**config.mk**
```make
export PLATFORM = sky130hd
export DESIGN_NAME = music_player
export DESIGN_NICKNAME = d
export VERILOG_FILES = /design/src/rtl/music_player.sv
export SDC_FILE = /design/constraint.sdc
export NUM_CORES = 1
export LEC_CHECK = 0
export ABC_AREA = 1
export CORE_MARGIN = 2
export CORE_UTILIZATION = 50
export CTS_CLUSTER_SIZE = 25
export DETAILED_ROUTE_END_ITERATION = 10
export GPL_TIMING_DRIVEN = 1
export PLACE_DENSITY = 0.66
export SYNTH_ARGS = -nofsm -noshare
export SYNTH_HDL_FRONTEND = slang
export SYNTH_SLANG_ARGS = --single-unit
export TNS_END_PERCENT = 5
```
**constraint.sdc**
```tcl
create_clock -name clk -period 2.2 [get_ports clk]
set_input_delay 0.22 -clock clk [delete_from_list [all_inputs] [get_ports clk]]
set_output_delay 0.22 -clock clk [all_outputs]
set_load 0.01 [all_outputs]
```
**src/rtl/music_player.sv**
```systemverilog
// Melody sequencer: plays a host-written table of {half_period, beats} notes
// as a square wave on music_play, once or looping.
// Optional inter-note silent gap is enabled by defining MUSIC_GAP_EN.
module music_player #(
    parameter int unsigned DIV_W      = 18,
    parameter int unsigned BEAT_W     = 4,
    parameter int unsigned DEPTH      = 16,
    parameter int unsigned BEAT_DIV   = 12_500_000,
    parameter int unsigned GAP_CYCLES = 1_000_000
) (
    input  logic                     clk,
    input  logic                     rst_n,
    input  logic                     wr_en,
    input  logic [$clog2(DEPTH)-1:0] wr_addr,
    input  logic [DIV_W+BEAT_W-1:0]  wr_data,
    input  logic                     start,
    input  logic                     stop,
    input  logic                     loop_en,
    output logic                     music_play,
    output logic                     busy,
    output logic                     done,
    output logic [$clog2(DEPTH)-1:0] note_idx
);

    localparam int unsigned AW = $clog2(DEPTH);
    localparam int unsigned EW = DIV_W + BEAT_W;
    localparam int unsigned PW = $clog2(BEAT_DIV + 1);

    typedef enum logic [1:0] {
        StIdle,
        StLoad,
        StPlay
`ifdef MUSIC_GAP_EN
        , StGap
`endif
    } state_e;

    state_e            state_q, state_d;
    logic [AW-1:0]     idx_q, idx_d;
    logic [DIV_W-1:0]  hp_q, hp_d;
    logic [BEAT_W-1:0] beats_q, beats_d;
    logic [DIV_W-1:0]  div_q, div_d;
    logic [PW-1:0]     pre_q, pre_d;
    logic              play_q, play_d;
    logic              done_q, done_d;

    logic [EW-1:0]     table_q [DEPTH];
    logic [EW-1:0]     entry;
    logic [DIV_W-1:0]  entry_hp;
    logic [BEAT_W-1:0] entry_beats;

    logic              advance;
    logic              song_end;

`ifdef MUSIC_GAP_EN
    localparam int unsigned GW = $clog2(GAP_CYCLES + 1);
    logic [GW-1:0]     gap_q, gap_d;
`else
    logic              unused_gap_cfg;
    assign unused_gap_cfg = ^GAP_CYCLES;
`endif

    // Note table: host-writable at any time, contents deliberately not reset.
    always_ff @(posedge clk) begin
        if (wr_en) begin
            table_q[wr_addr] <= wr_data;
        end
    end

    assign entry       = table_q[idx_q];
    assign entry_hp    = entry[EW-1:BEAT_W];
    assign entry_beats = entry[BEAT_W-1:0];

    // State and working registers.
    always_ff @(posedge clk or negedge rst_n) begin
        if (!rst_n) begin
            state_q <= StIdle;
            idx_q   <= '0;
            hp_q    <= '0;
            beats_q <= '0;
            div_q   <= '0;
            pre_q   <= '0;
            play_q  <= 1'b0;
            done_q  <= 1'b0;
        end else begin
            state_q <= state_d;
            idx_q   <= idx_d;
            hp_q    <= hp_d;
            beats_q <= beats_d;
            div_q   <= div_d;
            pre_q   <= pre_d;
            play_q  <= play_d;
            done_q  <= done_d;
        end
    end

`ifdef MUSIC_GAP_EN
    // Gap length counter.
    always_ff @(posedge clk or negedge rst_n) begin
        if (!rst_n) begin
            gap_q <= '0;
        end else begin
            gap_q <= gap_d;
        end
    end
`endif

    // Next-state logic: sequencing, tone divider, beat prescaler.
    always_comb begin
        state_d  = state_q;
        idx_d    = idx_q;
        hp_d     = hp_q;
        beats_d  = beats_q;
        div_d    = div_q;
        pre_d    = pre_q;
        play_d   = play_q;
        done_d   = 1'b0;
        advance  = 1'b0;
        song_end = 1'b0;
`ifdef MUSIC_GAP_EN
        gap_d    = gap_q;
`endif

        case (state_q)
            StIdle: begin
                idx_d   = '0;
                beats_d = '0;
                div_d   = '0;
                pre_d   = '0;
                if (start) begin
                    state_d = StLoad;
                end
            end
            StLoad: begin
                hp_d    = entry_hp;
                beats_d = entry_beats;
                div_d   = '0;
                pre_d   = '0;
                play_d  = 1'b0;
                if (entry_beats == '0) begin
                    song_end = 1'b1;
                end else begin
                    state_d = StPlay;
                end
            end
            StPlay: begin
                // A zero half-period is a rest: output stays low.
                if (hp_q != '0) begin
                    if (div_q == hp_q - DIV_W'(1)) begin
                        play_d = ~play_q;
                        div_d  = '0;
                    end else begin
                        div_d = div_q + DIV_W'(1);
                    end
                end else begin
                    play_d = 1'b0;
                end
                if (pre_q == PW'(BEAT_DIV - 1)) begin
                    pre_d = '0;
                    if (beats_q == BEAT_W'(1)) begin
`ifdef MUSIC_GAP_EN
                        state_d = StGap;
                        gap_d   = '0;
`else
                        advance = 1'b1;
`endif
                    end else begin
                        beats_d = beats_q - BEAT_W'(1);
                    end
                end else begin
                    pre_d = pre_q + PW'(1);
                end
            end
`ifdef MUSIC_GAP_EN
            StGap: begin
                if (gap_q == GW'(GAP_CYCLES - 1)) begin
                    advance = 1'b1;
                end else begin
                    gap_d = gap_q + GW'(1);
                end
            end
`endif
            default: begin
                state_d = StIdle;
            end
        endcase

        // The last table slot ends the song without reading a marker.
        if (advance) begin
            if (idx_q == AW'(DEPTH - 1)) begin
                song_end = 1'b1;
            end else begin
                idx_d   = idx_q + AW'(1);
                state_d = StLoad;
            end
        end

        if (song_end) begin
            idx_d = '0;
            if (loop_en) begin
                state_d = StLoad;
            end else begin
                state_d = StIdle;
                done_d  = 1'b1;
            end
        end

        // Abort wins over everything, including start and song end.
        if (stop) begin
            state_d = StIdle;
            idx_d   = '0;
            done_d  = 1'b0;
        end

        // Output is silent outside PLAY.
        if (state_d != StPlay) begin
            play_d = 1'b0;
        end
    end

    assign music_play = play_q;
    assign busy       = (state_q != StIdle);
    assign done       = done_q;
    assign note_idx   = idx_q;

endmodule

```
# Yosys cells after proc, flatten, opt, wreduce, memory -nomap -nowiden
# Memory sizes are Yosys's and may differ from the RTL's.
# Cells that the tools add are included.
[classes] n_addsub=5 eq_ne=11 n_mux=37 bitwise_logic=1 reduce_logical=11
[ops] cell="24-bit one-hot mux with 2 select lines" n=1
[ops] cell="18-bit 2-to-1 mux" n=2
[ops] cell="18-bit one-hot mux with 2 select lines" n=1
[ops] cell="4-bit 2-to-1 mux" n=7
[ops] cell="24-bit by 1-bit adder with 24-bit output (second input constant)" n=1
[ops] cell="24-bit == test (second input constant)" n=1
[ops] cell="24-bit 2-to-1 mux" n=1
[ops] cell="18-bit by 1-bit adder with 18-bit output (second input constant)" n=1
[ops] cell="18-bit == test" n=1
[ops] cell="18-bit nonzero test" n=1
[ops] cell="18-bit by 1-bit subtractor with 18-bit output (second input constant)" n=1
[ops] cell="1-bit 2-to-1 mux" n=16
[ops] cell="2-bit 2-to-1 mux" n=6
[ops] cell="4-bit one-hot mux with 3 select lines" n=1
[ops] cell="2-bit inequality test (second input constant)" n=4
[ops] cell="2-bit one-hot mux with 3 select lines" n=1
[ops] cell="3-bit nonzero test" n=2
[ops] cell="4-bit by 1-bit adder with 4-bit output (second input constant)" n=1
[ops] cell="4-bit by 1-bit == test with 1-bit output (second input constant)" n=1
[ops] cell="4-bit == test (second input constant)" n=1
[ops] cell="4-bit logical NOT" n=1
[ops] cell="4-bit inequality test (second input constant)" n=1
[ops] cell="2-bit AND reduction" n=2
[ops] cell="2-bit nonzero test" n=2
[ops] cell="8 further kinds" n=8
[word_totals] reg_bits=72 ram_bits=352 inputBits=32 out_inout_bits=7 elab_cells=74 memories=1
[mem_list] name="table_q" words=16 width=22 rd=1 rd_ports_with_merged_regs=0 write_ports=1 line_no="47" text="logic [EW-1:0] table_q [DEPTH];"

# Depth between registers and ports, before layout
# Gate-level depths: netlist of run 1.
# An unclocked memory read counts as a cell.
[depth] ltp_word=11 depth_mapped=16 depth_no_buf=16

# Worst setup path before layout of run 1
# Ideal clock, no wire load.
[synth_timing] kind="register -> register" startpoint="reg hp_q[0]" endpoint="reg div_q[11]" setup_ps=133 arrival_time_ps=1786 required_time_ps=2067 setup_slack_ps=281 path_stages_with_launch=15 n_path_buf=1 synth_period_minus_slack_ps=1919 path_cell_list="dfrtp_1 -> inv_1 -> ha_1 -> nand2_4 -> nor2_8 -> nand2_1 -> nand2_1 -> nand2_1 -> nor2_1 -> nand2_1 -> nor2_1 -> nand3_2 -> nand2_4 -> buf_4 -> o22ai_1"
[synth_via] elab_chain_cells=5 word_cells_on_any_way=8 cone_classes="add/sub: 1; eq/ne: 2; mux: 3; reduce/logical: 2"
[synth_lines] element="from (decl)" line_no="40" text="logic [DIV_W-1:0] hp_q, hp_d;"
[synth_lines] element="from (signal assigned)" line_no="88" text="hp_q <= hp_d;"
[synth_lines] element="18-bit by 1-bit subtractor with 18-bit output" line_no="149" text="if (div_q == hp_q - DIV_W'(1)) begin"
[synth_lines] element="18-bit == test" line_no="149"
[synth_lines] element="18-bit 2-to-1 mux" line_no="149"
[synth_lines] element="18-bit 2-to-1 mux" line_no="148" text="if (hp_q != '0) begin"
[synth_lines] element="18-bit one-hot mux with 2 select lines" line_no="124" text="case (state_q)"
[synth_lines] element="to (signal assigned)" line_no="90" text="div_q <= div_d;"
[synth_lines] element="to (decl)" line_no="42" text="logic [DIV_W-1:0] div_q, div_d;"
# Parallel ways exist; a longest one is shown, timed or not. The select of a mux whose other input is x is not followed.
# A chain may end at the register's enable or synchronous reset.

# Worst setup path after layout of run 1
[layout_timing] startpoint="reg idx_q[1], in the netlist note_idx[1]" endpoint="reg play_q, in the netlist music_play"
[layout_via] elab_chain_cells=11 word_cells_on_any_way=18 cone_classes="eq/ne: 3; mux: 11; reduce/logical: 3; memory: 1"
[layout_lines] element="from (decl)" line_no="39" text="logic [AW-1:0] idx_q, idx_d;"
[layout_lines] element="from (signal assigned)" line_no="87" text="idx_q <= idx_d;"
[layout_lines] element="memory 16 x 22 bit"
[layout_lines] element="4-bit logical NOT" line_no="140" text="if (entry_beats == '0) begin"
[layout_lines] element="2-bit 2-to-1 mux / 1-bit 2-to-1 mux (equally long branches)" line_no="140"
[layout_lines] element="2-bit one-hot mux with 3 select lines / 1-bit 2-to-1 mux (equally long branches)" line_no="124"
[layout_lines] element="2-bit 2-to-1 mux / 1-bit 2-to-1 mux (equally long branches)" line_no="190" text="if (idx_q == AW'(DEPTH - 1)) begin"
[layout_lines] element="2-bit 2-to-1 mux / 1-bit 2-to-1 mux (equally long branches)" line_no="189" text="if (advance) begin"
[layout_lines] element="2-bit 2-to-1 mux (*)" line_no="198" text="if (song_end) begin"
[layout_lines] element="2-bit 2-to-1 mux (*)" line_no="209" text="if (stop) begin"
[layout_lines] element="via state_d[1]" line_no="38" text="state_e state_q, state_d;"
[layout_lines] element="2-bit inequality test (*)" line_no="216" text="if (state_d != StPlay) begin"
[layout_lines] element="4-bit inequality test (no source line) / 3-bit nonzero test (equally long branches)"
[layout_lines] element="2-bit AND reduction (no source line)"
[layout_lines] element="to (signal assigned)" line_no="92" text="play_q <= play_d;"
[layout_lines] element="to (decl)" line_no="44" text="logic play_q, play_d;"
# The timed path passes the listed nets; every way through them passes the cells marked *.

==> key figures, run 1 <==
Place
  – Placed cell area: between 0.015 and 0.02 sq mm
  – Port-buffer cells: 38
  – Dpl hpwl: 26,000 um
  – Final Wtd Congestion: between 0.8 and 0.9

STA
  – RSZ-0062 raised after global routing: yes
  – Fin. max-slew vios: 0
  – Final clock skew: 16.4 ps
  – Final setup TNS: 0 ps
  – Slew @ Worst Pin: roughly 660 ps
  – Max-Slew Margin vs Limit: 0.561
  – Tmin final: between 2000 and 2500 ps
  – Fmax: between 400 and 500 MHz
  – Final Hold Fails: 0
  – Tcrit/Tclk final: 0.988
  – Final Setup Violations: 0

Logic synthesis
  – Async SR Flop Fraction: 0.170
  – Mapped Nets: 1,734
  – Mapped Cells: 1,690
  – Number of flops mapped to enable cells by yosys: 352
  – Syn Area/Cell: ~11 sq um
  – Yosys reg bits: roughly 420
  – Seq/Total Area, Yosys: 0.671
  – Post-synth top flop: edfxtp_1
  – Yosys cell types: 49
  – Post-Syn Area: 0.0185 sq mm
  – Yosys warning count: 0

Clock network
  – Clock buffer depth: 3
  – Num CTS Buffers: 43
  – Clk pin slew, worst setup/hold paths: around 60 ps
  – Sink Count: 424
  – H-tree depth: 2
  – CTS root buffer: clkbuf_16
  – Clock Latency Late Sink: roughly 570 ps
  – CTS tree: yes

Power and ir drop
  – Leakage power total: ~7.8 nW
  – Power Density: between 800 and 900 mW/mm^2
  – VDD IR max: between 0.6 and 0.7 mV

Worst setup path
  – Startpoint Class: flop
  – Reg-to-reg critical path startpoint: note_idx[1]
  – Required @ worst endpoint: 2700 ps
  – Crit. Startpoint: note_idx[1]
  – Kind of critical path: flop to flop
  – Most frequent CP cell: nand3_1
  – CP endpoint: music_play
  – Slowest Stage Delay on Critical Path: 450 ps
  – Reg-to-Reg End: music_play
  – R2R depth: 12
  – R2R Setup Slk: ~27 ps
  – Crit. End Element: flop
  – CP Cell Sequence: inv_2 -> buf_12 -> nand3_1 -> nand3_1 -> nand3_1 -> nand2_1 -> nor2_4 -> nand3_2 -> nand4_1 -> nor2_1 -> nand2_1 -> nor2_1
  – CP Depth: 12
  – Worst path slowest cell: dfrtp_2
  – Buffers and inverters on the worst path: 2
  – CP Max Fanout: 36
  – Crit path arrival time: 2670 ps
  – Family with the most delay on the worst path: simple AND/OR/NAND/NOR gates

Finish
  – Design area: around 0.021 sq mm
  – Area Overhead vs Synth: 15.5%
  – Most common cell after layout, fill and taps aside: edfxtp_1
  – Final Core Density: 0.585
  – Final layout net count: around 1,800
  – FILL cells: about 3,000
  – Fraction of layout cells with a size suffix above 1: 0.0969
  – Most frequent cells in the layout: edfxtp_1, nor2_1, nand2_1
  – N_diodes: 0

Global route
  – GRT Util Overall: 0.238
  – Pin count of the biggest net entering global routing: between 70 and 80
  – GRT overflow: 0
  – Antenna violations before repair: 0
  – First-pass GRT wire length: slightly below 70,000 um
  – Vias in the first global route: ~12,000

Floorplan
  – Die footprint: ~0.038 sq mm
  – Initial Util: 0.506
  – IO Pins: 39
  – Die extent in y: approximately 200 um
  – Die Wd: roughly 200 um
  – Site Rows: 70
  – Std-Cell Core Area: roughly 0.036 sq mm

Routing
  – Initial drt markers: around 1,200
  – Drt pass-1 iters: 5
  – WL per Instance: 20.1 um
  – DR vias/cell: 5.63
  – Drt total wl: between 40,000 and 50,000 um
  – DRC Markers: 0
  – Post-route ant nets: 0
  – Via count: around 13,000

Outcome
  – Status: finished clean

Worst hold path
  – Tightest Hold Check Type: input pin to async pin

Flow run
  – MaxCap Viol Count: 0
Yosys cell counts, drive strengths merged (2+ instances only):
| library cell | instances | share of area |
|---|---|---|
| nor2 | 280 | 0.060 |
| clkinv | 4 | 0.00081 |
| dfrtp | 72 | 0.098 |
| nand2 | 247 | 0.052 |
| xor2 | 26 | 0.012 |
| nor4 | 3 | 0.0010 |
| buf | 40 | 0.013 |
| o22ai | 95 | 0.032 |
| ha | 12 | 0.0081 |
| nand3 | 88 | 0.025 |
| o21ai | 225 | 0.061 |
| nand3b | 9 | 0.0037 |
| a21oi | 21 | 0.0057 |
| or2 | 2 | 0.00068 |
| o211ai | 3 | 0.0018 |
| inv | 116 | 0.024 |
| nand4 | 14 | 0.0047 |
| nor3 | 15 | 0.0043 |
| o32ai | 3 | 0.0014 |
| a22o | 2 | 0.00095 |
| xnor2 | 8 | 0.0038 |
| clkbuf | 41 | 0.0084 |
| edfxtp | 352 | 0.57 |
| o31ai | 3 | 0.0012 |
where the power goes:
group | internal, mW | switching [mW] | leakage (nW)
Sequential | 9.05 | 0.298 | 4.15
Clock | 3.84 | 3.00 | 0.631
Combinational | 0.773 | 1.40 | 3.02
Total | 13.7 | 4.70 | 7.80
layer usage:
layer | up-vias | track usage | share of wire
li1 | 6045 | - | -
met1 | 6073 | 0.336 | 0.44
met2 | 487 | 0.378 | 0.46
met3 | 91 | 0.0385 | 0.076
met4 | 2 | 0.0794 | 0.028
met5 | - | 0.00639 | 0.00066
through the flow:
step	setup slack [ps]	power (mW)	hold WS (ps)	instances
floorplan	281	10.8	-75.6	1690
global placement	108	11.6	183	2179
detailed placement	16.2	11.6	190	2179
CTS	-4.62	18.4	137	2254
global route	-56.9	19.1	166	2254
finish	27.0	18.4	125	2254
repair_timing:
item | in CTS | in global routing
hold buffers | 1 | 0
resized for setup | 6 | 11
cloned | 0 | 0
setup buffers | 1 | 0
endpoints found under the setup margin | 4 | 24
endpoints found under the hold margin | 72 | 0
worst register-to-register path, stage by stage (launching register included):
cell and delay (ps):
dfrtp_2 450, inv_2 260, buf_12 260, nand3_1 130
nand3_1 110, nand3_1 110, nand2_1 220, nor2_4 70
nand3_2 110, nand4_1 90, nor2_1 140, nand2_1 70
nor2_1 80
how the worst min path moves through the flow:
| stage | start | to | cells after the start |
|---|---|---|---|
| final | rst_n | hp_q[2] | 2 |
| after global routing | rst_n | div_q[4] | 2 |
| after CTS | rst_n | div_q[2] | 2 |
| after detailed placement | rst_n | div_q[4] | 1 |
| after global placement | rst_n | div_q[2] | 1 |
| after floorplan | rst_n | beats_q[0] | 0 |
sequential cells by signal, summed over array words and instances, names as in the netlist:
signal	flops
music_play	1
hp_q	18
state_q	2
pre_q	24
beats_q	4
note_idx	4
table_q	352
div_q	18
done	1
final cells by class:
| class | count | area, sq um | share of cell area |
|---|---|---|---|
| clock buffer | 58 | 1160 | 0.0546 |
| clock inverter | 15 | 130 | 0.00611 |
| inverter | 120 | 455 | 0.0214 |
| multi-input combinational | 1065 | 5340 | 0.251 |
| sequential | 424 | 12400 | 0.581 |
| tap | 468 | 586 | 0.0275 |
| timing repair buffer | 104 | 1250 | 0.0586 |
cells by family (layout without fill, tap and decap cells):
logic type                 count (synthesis)  after routing  share of synthesized area
AOI/OAI and AO/OA                        359            359                      0.107
xor gates and xnor gates                  34             34                     0.0161
adders and majority gates                 12             12                    0.00814
buffers and inverters                    201            297                     0.0456
DFF                                      424            424                      0.671
and+or+nand+nor                          660            660                      0.152
No activity file was read; power rests on OpenSTA's default activity.
==> run 2: changes to the inputs <==
Settings changed: CORE_ASPECT_RATIO set to 1.5.
==> key figures, run 2 (synthesis gave the netlist of run 1 again) <==
Routing
  – Via count: 12,900 (was 12,700)
  – DR vias/cell: 5.67 (was 5.63)
  – Drt total wl: 44,400 um (was 45,200 um)
  – Post-route ant nets: 0 (unchanged)
  – Drt pass-1 iters: 5 (unchanged)
  – Initial drt markers: 1,283 (was 1,199)
  – DRC Markers: 0 (unchanged)
  – WL per Instance: 19.5 um (was 20.1 um)

Global route
  – Pin count of the biggest net entering global routing: 72 (was 78)
  – GRT Util Overall: 0.230 (was 0.238)
  – GR Util met1: 0.284 (was 0.336)
  – Met3 Use GR: 0.0277 (was 0.0385)
  – First-pass GRT wire length: 68,700 um (was 69,500 um)
  – Vias in the first global route: 12,700 (was 12,300)
  – GRT overflow: 0 (unchanged)
  – GR peak layer: met2 (unchanged)
  – Antenna violations before repair: 1 (was 0)
  – Global Route met2 Usage: 0.413 (was 0.378)

Clock network
  – CTS root buffer: clkbuf_16 (unchanged)
  – Clock buffer depth: 3 (unchanged)
  – Clk pin slew, worst setup/hold paths: 60 ps (about the same)
  – Clock Latency Late Sink: 540 ps (was 570 ps)
  – Sink Count: 424 (unchanged)
  – CTS tree: yes (unchanged)
  – H-tree depth: 2 (unchanged)
  – Num CTS Buffers: 41 (was 43)

Worst setup path
  – Reg-to-Reg End: hp_q[2] (was music_play)
  – R2R Setup Slk: 150 ps (was 30 ps)
  – R2R depth: 9 (was 12)
  – CP endpoint: busy (was music_play)
  – Crit. Startpoint: state_q[0] (was note_idx[1])
  – Required @ worst endpoint: 1980 ps (was 2700 ps)
  – Kind of critical path: flop to primary output (was flop to flop)
  – Crit path arrival time: 1900 ps (was 2670 ps)
  – Crit. End Element: primary output (was flop)
  – Reg-to-reg critical path startpoint: note_idx[0] (was note_idx[1])
  – Startpoint Class: flop (unchanged)
  – CP Max Fanout: 8 (was 36)

Power and ir drop
  – Power Density: 860 mW/mm^2 (was 862 mW/mm^2)
  – VDD IR max: 0.635 mV (was 0.632 mV)
  – Total power: 18.4 mW (about the same)
  – Leakage power total: 7.77 nW (was 7.80 nW)

STA
  – Final Hold Fails: 0 (unchanged)
  – Tcrit/Tclk final: 0.964 (was 0.988)
  – Max-Slew Margin vs Limit: 0.601 (was 0.561)
  – Final Setup Violations: 0 (unchanged)
  – RSZ-0062 raised after global routing: yes (unchanged)
  – Tmin final: 2120 ps (was 2170 ps)
  – Final clock skew: 7.62 ps (was 16.4 ps)
  – Setup WS post-layout: 78.4 ps (was 27.0 ps)
  – Fmax: 471 MHz (was 460 MHz)
  – Slew @ Worst Pin: 594 ps (was 658 ps)
  – Fin. max-slew vios: 0 (unchanged)

Finish
  – Largest regs: table_q (352), pre_q (24) (unchanged)
  – Largest register by flop count: table_q (unchanged)
  – Fraction of layout cells with a size suffix above 1: 0.101 (was 0.0969)
  – Final layout net count: 1,799 (was 1,802)
  – Area Overhead vs Synth: 15.8% (was 15.5%)
  – Largest register FFs: 352 (unchanged)
  – Most common cell after layout, fill and taps aside: edfxtp_1 (unchanged)
  – Most frequent cells in the layout: edfxtp_1, nor2_1, nand2_1 (unchanged)

Floorplan
  – Std-Cell Core Area: 0.0366 sq mm (was 0.0364 sq mm)
  – Die Wd: 161 um (was 196 um)
  – Die footprint: 0.0385 sq mm (about the same)
  – Initial Util: 0.504 (was 0.506)
  – IO Pins: 39 (unchanged)
  – Site Rows: 86 (was 70)
  – Die extent in y: 239 um (was 196 um)

Place
  – Dpl hpwl: 26,000 um (about the same)
  – Final Wtd Congestion: 0.879 (was 0.857)
  – Port-buffer cells: 38 (unchanged)
  – Place WS: 65.8 ps (was 16.2 ps)

Worst hold path
  – Tightest Hold Check Type: input pin to async pin (unchanged)

Outcome
  – Status: finished clean (unchanged)

Flow run
  – MaxCap Viol Count: 0 (unchanged)
run 2: power by group:
part	leakage (nW)	switching (mW)	internal, mW
logic	2.99	1.34	0.732
registers	4.15	0.292	9.05
clock network	0.635	2.92	4.04
total	7.77	4.55	13.8
run 2: layout make-up:
| type | count | area (sq um) |
|---|---|---|
| Fill cell | 2964 | 15200 |
| Sequential cell | 424 | 12400 |
| Multi-Input combinational cell | 1065 | 5360 |
| Timing Repair Buffer | 103 | 1240 |
| Clock buffer | 50 | 1060 |
| Tap cell | 484 | 606 |
| Inverter | 120 | 455 |
| Clock inverter | 24 | 264 |
| Antenna cell | 2 | 5.00 |
run 2: how the worst min path moves through the flow:
stage,startpoint,slack [ps],end
floorplan,rst_n,-80,beats_q[0]
global placement,rst_n,140,pre_q[12]
detailed placement,rst_n,150,pre_q[11]
CTS,rst_n,110,pre_q[11]
global route,rst_n,130,pre_q[13]
finish,rst_n,120,pre_q[11]
run 2: critical path, stage by stage, from the launching register on:
cell             delay (ps)
dfrtp_1                 380
inv_1                   130
ha_2                    280
inv_1                    90
clkdlybuf4s50_1         480
run 2: metrics by stage:
stage | cells | hold slack, ps | setup TNS (ps) | util | cell area, sq um
6_report | 2272 | 117 | 0 | 0.584 | 21400
5_1_grt | 2271 | 131 | -40.0 | 0.584 | 21400
4_1_cts | 2270 | 108 | 0 | 0.583 | 21300
3_5_place_dp | 2193 | 146 | 0 | 0.546 | 20000
3_3_place_gp | 2193 | 142 | 0 | 0.546 | 20000
2_1_floorplan | 1690 | -75.6 | 0 | - | 18500
run 2: layer usage:
metal / wire [um] / part of all wire
met1: 17700 / 0.40
met2: 22500 / 0.51
met3: 2560 / 0.058
met4: 1600 / 0.036
met5: 0 / 0
run 2: timing repair:
item	CTS	global route
hold buffers	1	0
setup endpoints to repair	1	16
buffers inserted	2	0
hold endpoints to repair	72	0
resized for setup	1	12
gates cloned	0	0
==> run 3: changes to the inputs <==
--- a/config.mk
+++ b/config.mk
@@ -14,2 +14,3 @@
 export GPL_TIMING_DRIVEN = 1
+export MAX_ROUTING_LAYER = met4
 export PLACE_DENSITY = 0.66
==> constraint.sdc (replaced) <==
create_clock -name clk -period 2.2 [get_ports clk]
set_input_delay 0.44 -clock clk [delete_from_list [all_inputs] [get_ports clk]]
set_output_delay 0.44 -clock clk [all_outputs]
set_load 0.01 [all_outputs]
==> key figures, run 3 (synthesis gave the netlist of run 1 again) <==
Routing
  – DR vias/cell: 5.64 (was 5.67)
  – WL per Instance: 19.8 um (was 19.5 um)
  – DRC Markers: 0 (unchanged)
  – Post-route ant nets: 0 (unchanged)
  – Initial drt markers: 1,259 (was 1,283)
  – Drt pass-1 iters: 6 (was 5)
  – Via count: 12,800 (was 12,900)
  – Drt total wl: 45,100 um (was 44,400 um)

Finish
  – Largest register by flop count: table_q (unchanged)
  – Final Core Density: 0.589 (was 0.584)
  – N_diodes: 0 (was 2)
  – Fraction of layout cells with a size suffix above 1: 0.109 (was 0.101)
  – Most common cell after layout, fill and taps aside: edfxtp_1 (unchanged)
  – Largest register FFs: 352 (unchanged)
  – Largest regs: table_q (352), pre_q (24) (unchanged)
  – Final Non-Filler Cells: 2,274 (was 2,272)
  – Final layout net count: 1,802 (was 1,799)
  – Most frequent cells in the layout: edfxtp_1, nor2_1, nand2_1 (unchanged)
  – Area Overhead vs Synth: 16.8% (was 15.8%)

Clock network
  – Clock buffer depth: 3 (unchanged)
  – Clock Latency Late Sink: 560 ps (was 540 ps)
  – CTS tree: yes (unchanged)
  – Clk pin slew, worst setup/hold paths: 60 ps (about the same)
  – Sink Count: 424 (unchanged)
  – H-tree depth: 2 (unchanged)
  – Num CTS Buffers: 40 (was 41)
  – CTS root buffer: clkbuf_16 (unchanged)

STA
  – Tcrit/Tclk final: 0.966 (was 0.964)
  – Hold Slack: 320 ps (was 117 ps)
  – Tmin final: 2120 ps (about the same)
  – Final Setup Violations: 0 (unchanged)
  – Fmax: 471 MHz (about the same)
  – Final Hold Fails: 0 (unchanged)
  – Final clock skew: 17.0 ps (was 7.62 ps)
  – Fin. max-slew vios: 0 (unchanged)
  – Slew @ Worst Pin: 764 ps (was 594 ps)
  – Max-Slew Margin vs Limit: 0.489 (was 0.601)
  – RSZ-0062 raised after global routing: yes (unchanged)

Global route
  – Vias in the first global route: 12,900 (was 12,700)
  – Pin count of the biggest net entering global routing: 55 (was 72)
  – GRT Util Overall: 0.243 (was 0.230)
  – First-pass GRT wire length: 70,300 um (was 68,700 um)
  – GRT overflow: 0 (unchanged)
  – Antenna violations before repair: 0 (was 1)

Power and ir drop
  – Power Density: 862 mW/mm^2 (was 860 mW/mm^2)
  – Leakage power total: 7.88 nW (was 7.77 nW)
  – VDD IR max: 0.639 mV (was 0.635 mV)

Worst setup path
  – CP Max Fanout: 14 (was 8)
  – Startpoint Class: flop (unchanged)
  – R2R depth: 15 (was 9)
  – Reg-to-Reg End: music_play (was hp_q[2])
  – Slowest Stage Delay on Critical Path: 540 ps (was 480 ps)
  – CP Cell Sequence: buf_12 -> clkdlybuf4s50_1 (was inv_1 -> ha_2 -> inv_1 -> clkdlybuf4s50_1)
  – Kind of critical path: flop to primary output (unchanged)
  – Required @ worst endpoint: 1760 ps (was 1980 ps)
  – R2R Setup Slk: 140 ps (was 150 ps)
  – Reg-to-reg critical path startpoint: note_idx[0] (unchanged)
  – Crit. End Element: primary output (unchanged)
  – Crit path arrival time: 1680 ps (was 1900 ps)
  – Worst path slowest cell: clkdlybuf4s50_1 (unchanged)

Floorplan
  – Die footprint: 0.0385 sq mm (unchanged)
  – Die Wd: 161 um (unchanged)
  – Die extent in y: 239 um (unchanged)
  – Site Rows: 86 (unchanged)
  – Initial Util: 0.504 (unchanged)
  – IO Pins: 39 (unchanged)
  – Std-Cell Core Area: 0.0366 sq mm (unchanged)

Place
  – Dpl hpwl: 28,200 um (was 26,000 um)
  – Placed Instances: 2,197 (was 2,193)
  – Port-buffer cells: 38 (unchanged)
  – Final Wtd Congestion: 0.857 (was 0.879)

Worst hold path
  – Tightest Hold Check Type: input pin to async pin (unchanged)

Outcome
  – Status: finished clean (unchanged)

Flow run
  – MaxCap Viol Count: 0 (unchanged)
## run 3: layout make-up
type / count / area, sq um
repair buffers: 107 / 1350
clock inverters: 29 / 307
fillers: 2989 / 15000
flip-flops and latches: 424 / 12400
clock buffers: 45 / 1050
inverters: 120 / 457
multi-input cells: 1065 / 5400
well taps: 484 / 606
## run 3: timing repair
action                                  4_1_cts  5_1_grt
hold endpoints to repair                     18        0
hold buffers                                  1        0
endpoints found under the setup margin        4       18
setup buffers                                 2        0
resized for setup                            10       17
## run 3: worst max-delay path by stage
stage	cells past startpoint	start	slack (ps)	end
floorplan	2	wr_addr[2]	200	table_q[10][0]
global placement	10	note_idx[0]	80	hp_q[15]
detailed placement	10	note_idx[0]	70	hp_q[15]
CTS	2	note_idx[3]	-40	note_idx[3]
global route	15	hp_q[1]	-30	div_q[10]
finish	2	note_idx[1]	80	note_idx[1]
## run 3: power by group
group / leakage, nW / internal [mW] / switching (mW)
Sequential: 4.15 / 9.05 / 0.276
Clock: 0.677 / 4.17 / 2.99
Combinational: 3.06 / 0.737 / 1.35
## run 3: worst max-delay path: cells and delay by family (launching register included)
kind                   cells  cell delay (ps)
buffers and inverters      2              710
flip-flops                 1              440
## run 3: routing by layer
metal | GRT usage | routed length [um] | up-vias
met5 | - | 0 | -
met4 | 0.0912 | 1400 | 0
met3 | 0.0284 | 2330 | 94
met2 | 0.438 | 23800 | 425
met1 | 0.279 | 17500 | 6241
li1 | - | - | 6062
## run 3: stage by stage
stage	power (mW)	area [sq um]	worst slack [ps]	setup TNS, ps
2_1_floorplan	10.8	18500	200	0
3_3_place_gp	11.5	20100	78.1	0
3_5_place_dp	11.5	20100	73.4	0
4_1_cts	18.6	21500	-39.1	-39.1
5_1_grt	19.3	21500	-26.4	-59.9
6_report	18.6	21500	75.2	0
